--- src/rtl/reg_dump_unit.sv ---
// reg_dump_unit: debug reader that walks a contiguous range of CPU register
// file entries through one read port and streams each captured word out,
// tagged with its register index, over a valid/ready interface. The core is
// held (cpu_hold) for the whole walk so no register write can race the dump.
//
// Output handshake: out_valid rises once out_data/out_idx hold a captured
// word. out_valid, out_data and out_idx stay stable until a transfer occurs,
// which is a rising edge with out_valid && out_ready both high. out_valid
// never drops without a transfer, except on abort or rst.
module reg_dump_unit #(
  parameter int DATA_WIDTH = 32,
  parameter int ADDR_WIDTH = 5,
  parameter int FIRST_REG  = 0,
  parameter int LAST_REG   = 31
) (
  input  logic                  clk,
  input  logic                  rst,
  input  logic                  start,
  input  logic                  abort,
  output logic [ADDR_WIDTH-1:0] read_reg_num,
  input  logic [DATA_WIDTH-1:0] read_data,
  output logic                  out_valid,
  input  logic                  out_ready,
  output logic [DATA_WIDTH-1:0] out_data,
  output logic [ADDR_WIDTH-1:0] out_idx,
  output logic                  busy,
  output logic                  cpu_hold,
  output logic                  done
);

  // Walk phases: READ presents an index to the register file, SEND holds the
  // captured word until it is accepted, DONE emits the single done pulse.
  typedef enum logic [1:0] {
    IDLE = 2'd0,
    READ = 2'd1,
    SEND = 2'd2,
    DONE = 2'd3
  } state_t;

  localparam logic [ADDR_WIDTH-1:0] FIRST_IDX = ADDR_WIDTH'(FIRST_REG);
  localparam logic [ADDR_WIDTH-1:0] LAST_IDX  = ADDR_WIDTH'(LAST_REG);
  localparam logic [ADDR_WIDTH-1:0] ONE_IDX   = ADDR_WIDTH'(1);

  state_t                state;
  logic [ADDR_WIDTH-1:0] idx;
  logic                  transfer;
  logic                  last_word;

  // A word leaves the block when the downstream accepts it in SEND.
  assign transfer  = (state == SEND) && out_valid && out_ready;

  // Terminal compare rather than a wrap test, so a range ending at the top
  // index (all ones) stops cleanly instead of rolling over to zero.
  assign last_word = (idx == LAST_IDX);

  // The core stall tracks busy exactly; busy is already a register.
  assign cpu_hold  = busy;

  // Walk FSM with all outputs registered; reset wins over start/abort and
  // abort wins over a simultaneous transfer.
  always_ff @(posedge clk) begin
    if (rst) begin
      state        <= IDLE;
      idx          <= '0;
      read_reg_num <= '0;
      out_valid    <= 1'b0;
      out_data     <= '0;
      out_idx      <= '0;
      busy         <= 1'b0;
      done         <= 1'b0;
    end else begin
      case (state)
        IDLE: begin
          done         <= 1'b0;
          read_reg_num <= '0;
          if (start) begin
            state        <= READ;
            idx          <= FIRST_IDX;
            read_reg_num <= FIRST_IDX;
            busy         <= 1'b1;
          end
        end

        READ: begin
          if (abort) begin
            state        <= IDLE;
            read_reg_num <= '0;
            out_valid    <= 1'b0;
            busy         <= 1'b0;
          end else begin
            // read_data is only looked at here; it is combinational for
            // the index presented during this cycle.
            out_data     <= read_data;
            out_idx      <= idx;
            out_valid    <= 1'b1;
            read_reg_num <= '0;
            state        <= SEND;
          end
        end

        SEND: begin
          if (abort) begin
            // The pending word is dropped and counts as not transferred.
            state     <= IDLE;
            out_valid <= 1'b0;
            busy      <= 1'b0;
          end else if (transfer) begin
            out_valid <= 1'b0;
            if (last_word) begin
              state <= DONE;
              busy  <= 1'b0;
              done  <= 1'b1;
            end else begin
              idx          <= idx + ONE_IDX;
              read_reg_num <= idx + ONE_IDX;
              state        <= READ;
            end
          end
        end

        DONE: begin
          // Single-cycle pulse; start and abort are both ignored here.
          done  <= 1'b0;
          state <= IDLE;
        end

        default: begin
          state        <= IDLE;
          read_reg_num <= '0;
          out_valid    <= 1'b0;
          busy         <= 1'b0;
          done         <= 1'b0;
        end
      endcase
    end
  end

endmodule

--- config.mk ---
export PLATFORM = sky130hd
export DESIGN_NAME = reg_dump_unit
export DESIGN_NICKNAME = d
export VERILOG_FILES = /design/src/rtl/reg_dump_unit.sv
export SDC_FILE = /design/constraint.sdc
export NUM_CORES = 1
export LEC_CHECK = 0
export ABC_AREA = 1
export CAP_MARGIN = 10
export CORE_MARGIN = 5
export CORE_UTILIZATION = 43
export DETAILED_ROUTE_END_ITERATION = 16
export PLACE_DENSITY = 0.79
export SYNTH_ARGS = -nofsm -noshare
export SYNTH_HDL_FRONTEND = slang
export SYNTH_SLANG_ARGS = --single-unit
export TNS_END_PERCENT = 5
--- constraint.sdc ---
create_clock -name clk -period 1.7 [get_ports clk]
set_input_delay 0.17 -clock clk [delete_from_list [all_inputs] [get_ports clk]]
set_output_delay 0.17 -clock clk [all_outputs]
set_load 0.005 [all_outputs]
==> Flow_metrics.wiki <==
{| class="wikitable"
! Metric !! Value
|-
| Status || finished, final reports clean
|-
| Post-layout power || 0.002932 W
|-
| Least-Margin Pin Slew || approximately 320 ps
|-
| Total Wirelength || 5620 µm
|-
| Clk slew on worst S/H paths || approximately 90 ps
|-
| Critical path fanouts, max || 8
|-
| Die height || around 81 µm
|-
| Final antenna-violating net count || 0
|-
| Routed WL per cell || 12.83 µm
|-
| Depth of the CTS H-tree || 2
|-
| Worst-case headroom to the max-slew limit || roughly 78%
|-
| Initial antenna violation count || 0
|-
| Starting DRC count in detailed routing || 97
|-
| Clock Latency Late Sink || around 300 ps
|-
| Die area || around 6500 µm²
|-
| Antenna diodes || 0
|-
| Worst Slack Setup Final || 106.5 ps
|-
| Achievable frequency || between 600 and 700 MHz
|-
| Number of distinct library cell variants in the gate-level netlist after synthesis || 22
|-
| Post-synthesis sequential area ratio || between 40% and 50%
|-
| Number of synthesized flops with an enable pin || 0
|-
| Cell types with the highest counts after synthesis || 94 x sky130_fd_sc_hd__nor2_1, 52 x sky130_fd_sc_hd__dfxtp_1, 40 x sky130_fd_sc_hd__o21ai_0
|-
| Detailed-route vias per instance || slightly below 5
|-
| Largest cells by area after synthesis || sky130_fd_sc_hd__dfxtp_1 49%, sky130_fd_sc_hd__nor2_1 16%, sky130_fd_sc_hd__o21ai_0 9.3%, sky130_fd_sc_hd__nand2_1 5.1%, sky130_fd_sc_hd__ha_1 3.5%
|-
| Most area-hungry cell type in the Yosys netlist || sky130_fd_sc_hd__dfxtp_1
|-
| Share of flip-flops with an asynchronous set or reset || 0%
|-
| Fin nets || ~410
|-
| Routed via count || roughly 2100
|-
| Cells after Synth || roughly 290
|-
| Total Routing Usage GR || between 10% and 20%
|-
| Clock period minus final worst setup slack || 1593 ps
|-
| Kind of start point of the critical path || flop
|-
| TritonRoute pass-1 iters || 4
|-
| Areal power density over the cells || 913.8 nW/µm²
|-
| Leakage power || between 1 and 1.5 nW
|-
| Final-layout worst hold slack || about 460 ps
|-
| Largest net degree at the start of global routing || between 50 and 60
|-
| Critical Path End Type || flop
|-
| Dominant register cell in the synthesized netlist || sky130_fd_sc_hd__dfxtp_1
|-
| Fraction of layout instances using a drive strength above 1 || 11.05%
|-
| Mean instance size in the synthesized netlist || 7.516 µm²
|-
| Data required time at the worst endpoint || 1930 ps
|-
| Number of global-route vias before repair || 2050
|-
| Library cell with the highest instance count after synthesis || sky130_fd_sc_hd__nor2_1
|-
| Placement Rows || 25
|-
| Period Utilization, post-route || 93.73%
|-
| Class of the worst hold path || in2reg
|-
| Arrival time reported for the critical path endpoint || around 1800 ps
|-
| # hold bufs at CTS || 0
|-
| Quantity of I/O buffers inserted on ports || 82
|-
| Global routing met3 resource utilization || under 10%
|-
| Number of top-level design ports || between 80 and 90
|-
| Layout overhead on the synthesized area || 49.77%
|-
| Count of maximum capacitance violations || 0
|-
| Horizontal extent of the die || roughly 81 µm
|-
| Proportion of netlist area held by the largest area contributor || about half
|-
| Number of warnings reported in the yosys synthesis log || 0
|-
| Path type of the worst setup path || reg2reg
|-
| Setup skew after layout || between 5 and 6 ps
|-
| Hold violation count in the final report || 0
|-
| Buffer levels on the longest clock path || 2
|-
| Global-route wire length before repair || 9011 µm
|-
| Minimum setup slack after placement || -16.16 ps
|-
| Met1 capacity usage during global routing || between 20 and 25%
|-
| Global-route track usage on met2 || approximately a third
|-
| Mapped Area || about 2100 µm²
|-
| Sum of negative setup slack || 0 ps
|-
| Core ar. || approximately 4800 µm²
|-
| Starting density of the core || between 40 and 50%
|-
| Largest voltage drop on the vdd net || a little under 0.6 mV
|-
| Final Setup Violations || 0
|-
| Total grt overflow || 0
|-
| Number of clock sinks seen by CTS || 52
|-
| Register bit count reported by yosys || between 50 and 60
|-
| Routability-driven placement congestion ratio || 0.8595
|-
| Cell chosen for the clock root || sky130_fd_sc_hd__clkbuf_8
|-
| Remaining routing DRC violations || 0
|-
| Busiest layer in global routing || met2
|-
| TritonCTS buffer count || 5
|-
| Clock tree from TritonCTS || done
|-
| Net count of the mapped netlist || about 330
|-
| HPWL Detailed || 4109 µm
|-
| Slew Viols, Final || 0
|}
-- logic make-up (layout without fill, tap and decap cells) --
group                      after synthesis  in the layout  share of synthesized area [%]
AOI/OAI and AO/OA                       55             55                          12.91
adders and majority gates                6              6                          3.505
buffers and inverters                   33            119                          7.827
DFF                                     52             52                          48.60
and+or+nand+nor                        139            139                          27.16
-- stage by stage --
step	util, %	std cells	instance area, µm²
global placement	62.80	425	3005
CTS	65.49	433	3134
global route	67.03	438	3208
finish	67.03	438	3208
floorplan	-	285	2142
detailed placement	62.80	425	3005
-- flip-flops by register name, indices dropped and copies added (netlist names) --
signal and cells:
busy 1, read_reg_num 5, idx 5, out_data 32, done 1, state 2, out_idx 5, out_valid 1
-- timing repair --
action | CTS | global route
endpoints found under the setup margin | 5 | 11
buffers inserted | 0 | 5
gates resized for setup | 2 | 12
pin swaps | 0 | 3
-- final cells by class --
type,instances,area (µm²)
inverters,19,78.83
clock buffers,7,96.34
repair buffers,92,908.4
multi-input cells,200,962.2
well taps,67,83.83
fillers,405,1578
flip-flops and latches,52,1049
clock inverters,1,30.03
-- critical path, cell delays in order (launching register included) --
cell and delay [ps]:
sky130_fd_sc_hd__dfxtp_4 360, sky130_fd_sc_hd__ha_2 190, sky130_fd_sc_hd__nand2_2 80, sky130_fd_sc_hd__nor2_2 30
sky130_fd_sc_hd__ha_2 200, sky130_fd_sc_hd__inv_1 60, sky130_fd_sc_hd__nand3_1 90, sky130_fd_sc_hd__nand2_2 150
sky130_fd_sc_hd__nand3_4 140, sky130_fd_sc_hd__nand2_2 90, sky130_fd_sc_hd__nand2_1 50, sky130_fd_sc_hd__nor2_1 100
-- final timing paths --
check	end	slack (ps)	cells past startpoint	from
max reg2reg	idx[0]	110	11	idx[0]
min reg2reg	out_idx[1]	490	2	out_idx[1]
max	idx[0]	110	11	idx[0]
min	state[1]	460	2	rst
-- metal layers --
metal,routed length (µm),share of wire (%)
met2,2848,51
met3,322,5.7
met4,72,1.3
met1,2375,42
met5,0,0
-- power by group --
group | total (W) | leakage (nW) | internal [W] | switching [W]
registers | 0.00139 | 0.427 | 0.00132 | 0.0000618
logic | 0.000645 | 0.833 | 0.000353 | 0.000292
clock network | 0.000901 | 0.0645 | 0.000519 | 0.000381
total | 0.00293 | 1.32 | 0.00220 | 0.000736
-- layout by cell type, fill, tap and decap left out, types with 2 or more instances in the layout --
cell type / n
sky130_fd_sc_hd__dfxtp_4: 2
sky130_fd_sc_hd__nor2_1: 93
sky130_fd_sc_hd__inv_1: 15
sky130_fd_sc_hd__nand3_1: 5
sky130_fd_sc_hd__nand2_1: 26
sky130_fd_sc_hd__ha_2: 3
sky130_fd_sc_hd__nor2_2: 2
sky130_fd_sc_hd__nand2_2: 6
sky130_fd_sc_hd__inv_2: 2
sky130_fd_sc_hd__a21oi_1: 10
sky130_fd_sc_hd__clkdlybuf4s50_1: 82
sky130_fd_sc_hd__clkbuf_8: 7
sky130_fd_sc_hd__o21ai_0: 40
sky130_fd_sc_hd__ha_1: 3
sky130_fd_sc_hd__nand4_1: 2
sky130_fd_sc_hd__o21ai_1: 4
sky130_fd_sc_hd__buf_4: 9
sky130_fd_sc_hd__nand2_4: 3
sky130_fd_sc_hd__dfxtp_1: 50
Power figures use the tool's default switching activity.
